## src/rtl/cordic_bus_regfile.sv

```systemverilog
// Register-bus front-end for the CORDIC controller: staging registers, job FIFO,
// single-job dispatch FSM, result capture and maskable sticky interrupt.
//
// state    | meaning
// IDLE     | no job in flight; waits for a queued job and controller READY
// DISPATCH | one-cycle start pulse, FIFO head popped
// BUSY     | job running; waits for a completion strobe with READY set
module cordic_bus_regfile #(
    parameter int p_WIDTH       = 32,
    parameter int p_QUEUE_DEPTH = 4,
    parameter int p_ADDR_WIDTH  = 4
) (
    input  logic                    clk,
    input  logic                    rst,
    input  logic                    busValid,
    output logic                    busReady,
    input  logic                    busWrite,
    input  logic [p_ADDR_WIDTH-1:0] busAddr,
    input  logic [p_WIDTH-1:0]      busWriteData,
    output logic [p_WIDTH-1:0]      busReadData,
    output logic                    busReadValid,
    output logic [p_WIDTH-1:0]      xInput,
    output logic [p_WIDTH-1:0]      yInput,
    output logic [p_WIDTH-1:0]      zInput,
    output logic [p_WIDTH-1:0]      controlRegisterInput,
    input  logic [p_WIDTH-1:0]      xResult,
    input  logic [p_WIDTH-1:0]      yResult,
    input  logic [p_WIDTH-1:0]      zResult,
    input  logic [p_WIDTH-1:0]      controlRegisterOutput,
    input  logic                    controlRegisterWriteEnable,
    output logic                    irq
);

    localparam int c_PTR_W = $clog2(p_QUEUE_DEPTH);
    localparam int c_CNT_W = c_PTR_W + 1;

    localparam logic [1:0] s_IDLE     = 2'd0;
    localparam logic [1:0] s_DISPATCH = 2'd1;
    localparam logic [1:0] s_BUSY     = 2'd2;

    localparam logic [p_ADDR_WIDTH-1:0] c_A_X_IN   = p_ADDR_WIDTH'(0);
    localparam logic [p_ADDR_WIDTH-1:0] c_A_Y_IN   = p_ADDR_WIDTH'(1);
    localparam logic [p_ADDR_WIDTH-1:0] c_A_Z_IN   = p_ADDR_WIDTH'(2);
    localparam logic [p_ADDR_WIDTH-1:0] c_A_CTRL   = p_ADDR_WIDTH'(3);
    localparam logic [p_ADDR_WIDTH-1:0] c_A_X_RES  = p_ADDR_WIDTH'(4);
    localparam logic [p_ADDR_WIDTH-1:0] c_A_Y_RES  = p_ADDR_WIDTH'(5);
    localparam logic [p_ADDR_WIDTH-1:0] c_A_Z_RES  = p_ADDR_WIDTH'(6);
    localparam logic [p_ADDR_WIDTH-1:0] c_A_STATUS = p_ADDR_WIDTH'(7);
    localparam logic [p_ADDR_WIDTH-1:0] c_A_INT_ST = p_ADDR_WIDTH'(8);
    localparam logic [p_ADDR_WIDTH-1:0] c_A_INT_EN = p_ADDR_WIDTH'(9);

    logic [p_WIDTH-1:0] r_x_in, r_y_in, r_z_in, r_ctrl_last;
    logic [p_WIDTH-1:0] r_x_res, r_y_res, r_z_res;
    logic [1:0]         r_int_sts, r_int_en;
    logic               r_irq;
    logic               r_rd_valid;
    logic [p_WIDTH-1:0] r_rd_data;

    logic [p_WIDTH-1:0] r_q_x [p_QUEUE_DEPTH];
    logic [p_WIDTH-1:0] r_q_y [p_QUEUE_DEPTH];
    logic [p_WIDTH-1:0] r_q_z [p_QUEUE_DEPTH];
    logic [p_WIDTH-1:0] r_q_c [p_QUEUE_DEPTH];
    logic [c_PTR_W-1:0] r_wr_ptr, r_rd_ptr;
    logic [c_CNT_W-1:0] r_count;

    logic [1:0]         r_state;
    logic [p_WIDTH-1:0] r_x_out, r_y_out, r_z_out, r_c_out;

    logic               w_full, w_empty, w_is_ctrl;
    logic               w_acc, w_wr, w_rd, w_push, w_pop;
    logic               w_start, w_done, w_err;
    logic [1:0]         w_int_set, w_int_clr;
    logic [p_WIDTH-1:0] w_status, w_rd_mux;
    logic               w_unused_flags;

    assign w_full    = (r_count == c_CNT_W'(p_QUEUE_DEPTH));
    assign w_empty   = (r_count == '0);
    assign w_is_ctrl = (busAddr == c_A_CTRL);

    // Only a CONTROL write into a full queue is held off; fullness uses the pre-edge count.
    assign busReady = ~(busValid & busWrite & w_is_ctrl & w_full);
    assign w_acc    = busValid & busReady;
    assign w_wr     = w_acc & busWrite;
    assign w_rd     = w_acc & ~busWrite;
    assign w_push   = w_wr & w_is_ctrl;
    assign w_pop    = (r_state == s_DISPATCH);

    assign w_start = (r_state == s_IDLE) & ~w_empty & controlRegisterOutput[16];
    assign w_done  = (r_state == s_BUSY) & controlRegisterWriteEnable & controlRegisterOutput[16];
    assign w_err   = |controlRegisterOutput[18:17];

    assign w_int_set = {w_done & w_err, w_done};
    assign w_int_clr = (w_wr && busAddr == c_A_INT_ST) ? busWriteData[1:0] : 2'b00;

    assign w_unused_flags = ^controlRegisterOutput;

    always_comb begin
        w_status                 = '0;
        w_status[31:16]          = controlRegisterOutput[31:16];
        w_status[8 +: c_CNT_W]   = r_count;
        w_status[0]              = (r_state != s_IDLE);
    end

    always_comb begin
        w_rd_mux = '0;
        case (busAddr)
            c_A_X_IN:   w_rd_mux = r_x_in;
            c_A_Y_IN:   w_rd_mux = r_y_in;
            c_A_Z_IN:   w_rd_mux = r_z_in;
            c_A_CTRL:   w_rd_mux = r_ctrl_last;
            c_A_X_RES:  w_rd_mux = r_x_res;
            c_A_Y_RES:  w_rd_mux = r_y_res;
            c_A_Z_RES:  w_rd_mux = r_z_res;
            c_A_STATUS: w_rd_mux = w_status;
            c_A_INT_ST: w_rd_mux = {{(p_WIDTH-2){1'b0}}, r_int_sts};
            c_A_INT_EN: w_rd_mux = {{(p_WIDTH-2){1'b0}}, r_int_en};
            default:    w_rd_mux = '0;
        endcase
    end

    always_ff @(posedge clk or posedge rst) begin
        if (rst) begin
            r_x_in      <= '0;
            r_y_in      <= '0;
            r_z_in      <= '0;
            r_ctrl_last <= '0;
            r_int_en    <= '0;
        end else if (w_wr) begin
            case (busAddr)
                c_A_X_IN:   r_x_in      <= busWriteData;
                c_A_Y_IN:   r_y_in      <= busWriteData;
                c_A_Z_IN:   r_z_in      <= busWriteData;
                c_A_CTRL:   r_ctrl_last <= busWriteData;
                c_A_INT_EN: r_int_en    <= busWriteData[1:0];
                default:    ;
            endcase
        end
    end

    always_ff @(posedge clk or posedge rst) begin
        if (rst) begin
            r_rd_valid <= 1'b0;
            r_rd_data  <= '0;
        end else begin
            r_rd_valid <= w_rd;
            if (w_rd) begin
                r_rd_data <= w_rd_mux;
            end
        end
    end

    always_ff @(posedge clk) begin
        if (w_push) begin
            r_q_x[r_wr_ptr] <= r_x_in;
            r_q_y[r_wr_ptr] <= r_y_in;
            r_q_z[r_wr_ptr] <= r_z_in;
            r_q_c[r_wr_ptr] <= busWriteData;
        end
    end

    always_ff @(posedge clk or posedge rst) begin
        if (rst) begin
            r_wr_ptr <= '0;
            r_rd_ptr <= '0;
            r_count  <= '0;
        end else begin
            if (w_push) begin
                r_wr_ptr <= r_wr_ptr + c_PTR_W'(1);
            end
            if (w_pop) begin
                r_rd_ptr <= r_rd_ptr + c_PTR_W'(1);
            end
            r_count <= r_count + c_CNT_W'(w_push) - c_CNT_W'(w_pop);
        end
    end

    // Operands are loaded on the way into DISPATCH so the start pulse sees them.
    always_ff @(posedge clk or posedge rst) begin
        if (rst) begin
            r_state <= s_IDLE;
            r_x_out <= '0;
            r_y_out <= '0;
            r_z_out <= '0;
            r_c_out <= '0;
        end else begin
            case (r_state)
                s_IDLE: begin
                    if (w_start) begin
                        r_state <= s_DISPATCH;
                        r_x_out <= r_q_x[r_rd_ptr];
                        r_y_out <= r_q_y[r_rd_ptr];
                        r_z_out <= r_q_z[r_rd_ptr];
                        r_c_out <= r_q_c[r_rd_ptr] | p_WIDTH'(1);
                    end
                end
                s_DISPATCH: begin
                    r_state    <= s_BUSY;
                    r_c_out[0] <= 1'b0;
                end
                s_BUSY: begin
                    if (w_done) begin
                        r_state <= s_IDLE;
                    end
                end
                default: r_state <= s_IDLE;
            endcase
        end
    end

    always_ff @(posedge clk or posedge rst) begin
        if (rst) begin
            r_x_res   <= '0;
            r_y_res   <= '0;
            r_z_res   <= '0;
            r_int_sts <= '0;
            r_irq     <= 1'b0;
        end else begin
            if (w_done) begin
                r_x_res <= xResult;
                r_y_res <= yResult;
                r_z_res <= zResult;
            end
            // A hardware set overrides a same-cycle write-1-to-clear.
            r_int_sts <= (r_int_sts & ~w_int_clr) | w_int_set;
            r_irq     <= |(r_int_sts & r_int_en);
        end
    end

    assign busReadData          = r_rd_data;
    assign busReadValid         = r_rd_valid;
    assign xInput               = r_x_out;
    assign yInput               = r_y_out;
    assign zInput               = r_z_out;
    assign controlRegisterInput = r_c_out;
    assign irq                  = r_irq;

endmodule

```

## config.mk

```make
export PLATFORM = sky130hd
export DESIGN_NAME = cordic_bus_regfile
export DESIGN_NICKNAME = d
export VERILOG_FILES = /design/src/rtl/cordic_bus_regfile.sv
export SDC_FILE = /design/constraint.sdc
export NUM_CORES = 1
export LEC_CHECK = 0
export ABC_AREA = 1
export CAP_MARGIN = 10
export CORE_MARGIN = 5
export CORE_UTILIZATION = 45
export DETAILED_ROUTE_END_ITERATION = 8
export PLACE_DENSITY = 0.69
export RECOVER_POWER = 25
export SYNTH_ARGS = -nofsm -noshare
export SYNTH_HDL_FRONTEND = slang
export SYNTH_SLANG_ARGS = --single-unit
export TNS_END_PERCENT = 20
```

## constraint.sdc

```tcl
create_clock -name clk -period 13.7 [get_ports clk]
set_input_delay 2.74 -clock clk [delete_from_list [all_inputs] [get_ports clk]]
set_output_delay 2.74 -clock clk [all_outputs]
set_load 0.02 [all_outputs]
```

==> Flow_metrics.wiki <==
{| class="wikitable"
! Metric !! Value
|-
| Placed inst area || 39900 um^2
|-
| Overall die height || around 300 um
|-
| Top post-synthesis cells by area || sky130_fd_sc_hd__edfxtp_1, sky130_fd_sc_hd__dfrtp_1, sky130_fd_sc_hd__nand2_1
|-
| Leakage || 17.9 nW
|-
| Grt ovf || 0
|-
| Final GP Congestion || 0.849
|-
| Worst voltage drop across the vdd grid || 0.000175 V
|-
| Overall global routing resource usage || 23.1%
|-
| Clock-pin slew on the worst setup and hold paths || 0.05 ns
|-
| Hold Vio Cnt, Final || 0
|-
| Worst hold path type || reg2reg
|-
| Storage element area || 25200 um^2
|-
| Antenna violations before repair || 10
|-
| Power Density || approximately 200 nW/um^2
|-
| Die ar. || roughly 86000 um^2
|-
| Core utilization of the finished layout || 54.4%
|-
| Classification of the worst setup path || in2out
|-
| Slew at the pin closest to its max-slew limit || 2.47 ns
|-
| Count of routing violations after the opening detailed-route iteration || 2459
|-
| # setup viols final || 0
|-
| Worst EP arrival || 4.61 ns
|-
| Hold-fix buffers, CTS || 0
|-
| Sink Count || 907
|-
| Setup TNS Final || 0 ns
|-
| Post-route non-filler standard cell count || roughly 4700
|-
| Number of optimization iterations in the first detailed-route pass || 6
|-
| Syn. warnings || 0
|-
| Horizontal die dimension || ~290 um
|-
| Status || finished with violations
|-
| Nature of the critical path endpoint || primary output
|-
| Largest net degree at the start of global routing || 165
|-
| CP delay by family, top || buffers and inverters
|-
| Max stage delay cell, worst path || sky130_fd_sc_hd__clkdlybuf4s50_1
|-
| Post-layout min period || 7.35 ns
|-
| Number of cell rows || 103
|-
| CP bufs+invs || 3
|-
| Biggest fanout along the worst timing path || 9
|-
| DRC errors left || 0
|-
| Boundary pin count || 332
|-
| Total Nets Final || 3758
|-
| Share of synthesized area occupied by flip-flops and latches || 70.2%
|-
| Detailed-placement wirelength estimate || 62300 um
|-
| Clock root cell || sky130_fd_sc_hd__clkbuf_16
|-
| CP Depth || 5
|-
| Total number of vias || 25200
|-
| Post-CTS setup buffer count || 0
|-
| Maximum Capacitance Violations || 1
|-
| Most numerous cell in the Yosys netlist || sky130_fd_sc_hd__nand2_1
|-
| Fmax achieved || 0.136 GHz
|-
| Reg2reg path depth || 6
|-
| Gates resized, CTS repair || 0
|-
| Synthesized cell area || ~36000 um^2
|-
| Hold Crit Depth || 2
|-
| Largest stage delay on the critical path || 0.88 ns
|-
| Via count of the first global-routing pass || 23500
|-
| Area growth, synth to finish || 19.8%
|-
| Cell count after synthesis || 3328
|-
| DRT antenna net count || 0
|-
| Synth top area share || around 42%
|-
| Post-Syn Nets || 3504
|-
| Most used cell, CP || sky130_fd_sc_hd__clkdlybuf4s50_1
|-
| Clock H-tree levels || 3
|-
| Clock tree from TritonCTS || yes
|-
| Placed instance count || 4535
|-
| Wire length per cell || 21.4 um
|-
| Buffer levels on the longest clock path || 3
|-
| Synth async-reset ratio || 44.0%
|-
| Aggregate routed wire length || 101000 um
|-
| Core outline area || 79100 um^2
|-
| Cell taking the most area after synthesis || sky130_fd_sc_hd__edfxtp_1
|-
| Total Power || 8.77 mW
|-
| Series of cell instances along the critical path || clkdlybuf4s50_1 -> nand3_2 -> nor2_4 -> inv_1 -> clkdlybuf4s50_1
|-
| Post-Synthesis Mean Instance Area || 10.8 um^2
|-
| TritonCTS buffer count || 95
|-
| Multi-input combinational cell area || 9550 um^2
|-
| Most instantiated flip-flop cell in the synthesis netlist || sky130_fd_sc_hd__edfxtp_1
|-
| Violated checks || max-capacitance violations, max-slew violations
|-
| Period utilisation layout || 53.7%
|-
| Clk Latency, worst-skew pair || 0.66 ns
|-
| Number of max-slew violations in the final report || a little under 70
|-
| Initial cell density of the core || 45.5%
|-
| Count of input and output buffers || around 320
|-
| Share of final-layout standard cells stronger than drive strength 1 || 7.76%
|-
| First-pass GRT wire length || 152000 um
|-
| Data required time at the worst endpoint || 10.96 ns
|-
| Remaining max-slew budget at the tightest pin || -64.8%
|-
| Final std cell area, no fill || 43100 um^2
|-
| Register bit count reported by yosys || 907
|-
| Setup Skew || approximately 0.037 ns
|-
| Avg Vias per Cell || 5.33
|-
| Netlist cell types || 33
|-
| EDFF count, synth || 508
|-
| Startpoint type of the worst setup path || primary input
|-
| Number of fill cells || 6827
|-
| Unrepaired setup endpoints after global routing || no
|-
| Leading post-synthesis cells by instance count || sky130_fd_sc_hd__nand2_1, sky130_fd_sc_hd__edfxtp_1, sky130_fd_sc_hd__dfrtp_1
|}
==> state kept, by name, indices dropped and copies added, names as in the netlist, 2 cells and up <==
signal	cells
busReadData	32
r_state	2
r_rd_ptr	2
zInput	32
controlRegisterInput	32
r_count	3
xInput	32
r_z_in	32
r_q_z	128
r_x_res	32
r_int_en	2
r_wr_ptr	2
r_x_in	32
r_y_res	32
r_q_x	128
r_q_c	124
r_y_in	32
r_z_res	32
r_int_sts	2
yInput	32
r_ctrl_last	32
r_q_y	128
==> report_power, final <==
group	total, mW	switching, mW	leakage, nW	internal [mW]
combinational	2.38	1.51	6.60	0.876
clock	2.62	1.07	1.58	1.55
sequential	3.77	0.385	9.67	3.38
==> final timing paths <==
path / startpoint / to / slack (ns)
worst min register to register: controlRegisterInput[26]$_DFFE_PP0P_ / controlRegisterInput[26]$_DFFE_PP0P_ / 0.48
min in group asynchronous: rst / r_z_res[23]$_DFFE_PP0P_ / 2.59
worst max-delay path: busWrite / busReady / 6.35
worst min-delay path: controlRegisterInput[26]$_DFFE_PP0P_ / controlRegisterInput[26]$_DFFE_PP0P_ / 0.48
worst max register to register: r_rd_ptr[0]$_DFFE_PP0P_ / zInput[17]$_DFFE_PP0P_ / 9.02
max in group asynchronous: rst / controlRegisterInput[5]$_DFFE_PP0P_ / 8.99
==> placed cells by master (no fill, tap or decap), types with 10 or more instances in the layout <==
cell type                         Yosys  layout
sky130_fd_sc_hd__o22ai_1            127     127
sky130_fd_sc_hd__o21ai_0            304     304
sky130_fd_sc_hd__nor2_1             322     315
sky130_fd_sc_hd__o21ai_2             70      70
sky130_fd_sc_hd__o21ai_1             37      37
sky130_fd_sc_hd__clkbuf_16            0      95
sky130_fd_sc_hd__dfrtp_1            399     398
sky130_fd_sc_hd__nand3_1             48      47
sky130_fd_sc_hd__nand2_1           1198    1198
sky130_fd_sc_hd__bufinv_16            0      10
sky130_fd_sc_hd__inv_1               78      73
sky130_fd_sc_hd__clkdlybuf4s50_1      0     288
sky130_fd_sc_hd__buf_4                6      26
sky130_fd_sc_hd__clkinv_1             1      14
sky130_fd_sc_hd__clkbuf_1           101      13
sky130_fd_sc_hd__dlygate4sd3_1        0      27
sky130_fd_sc_hd__edfxtp_1           508     508
sky130_fd_sc_hd__clkinv_2             0      21
sky130_fd_sc_hd__clkbuf_8             0      16
sky130_fd_sc_hd__nor2_4               8      12
==> layer usage <==
| layer | track usage [%] | up-vias | part of all wire [%] |
|---|---|---|---|
| met4 | 7.10 | 2 | 2.6 |
| met5 | 0 | - | 0.013 |
| li1 | - | 11700 | - |
| met2 | 34.1 | 971 | 44 |
| met1 | 35.0 | 12400 | 45 |
| met3 | 4.68 | 143 | 8.5 |
==> cell type report <==
type | instances | share of cell area (%)
Clock buffer | 124 | 6.14
Tap cell | 1050 | 3.05
Timing Repair Buffer | 345 | 7.96
Antenna cell | 6 | 0.0349
Sequential cell | 907 | 58.6
Inverter | 82 | 0.747
Clock inverter | 53 | 1.28
Multi-Input combinational cell | 2151 | 22.2
==> metrics by stage <==
stage	setup WS (ns)	hold WS, ns
global placement	6.39	0.463
detailed placement	6.36	0.465
global route	6.29	0.494
CTS	6.35	0.481
floorplan	4.30	0.449
finish	6.35	0.478
==> worst register-to-register path: cells and delay by family (launching register included) <==
kind,cells,cell delay [ns]
AO/OA/AOI/OAI,2,0.56
buffers and inverters,2,1.83
flip-flops,1,2.01
AND/OR/NAND/NOR,2,0.15
==> logic make-up after synthesis <==
kind of cell / Yosys count / share of synthesized area (%)
and+or+nand+nor: 1594 / 17.2
DFF: 907 / 70.2
AOI/OAI and AO/OA: 545 / 8.77
buffers and inverters: 270 / 3.44
adders and majority gates: 7 / 0.264
xor gates and xnor gates: 5 / 0.122
Power figures use the tool's default switching activity.
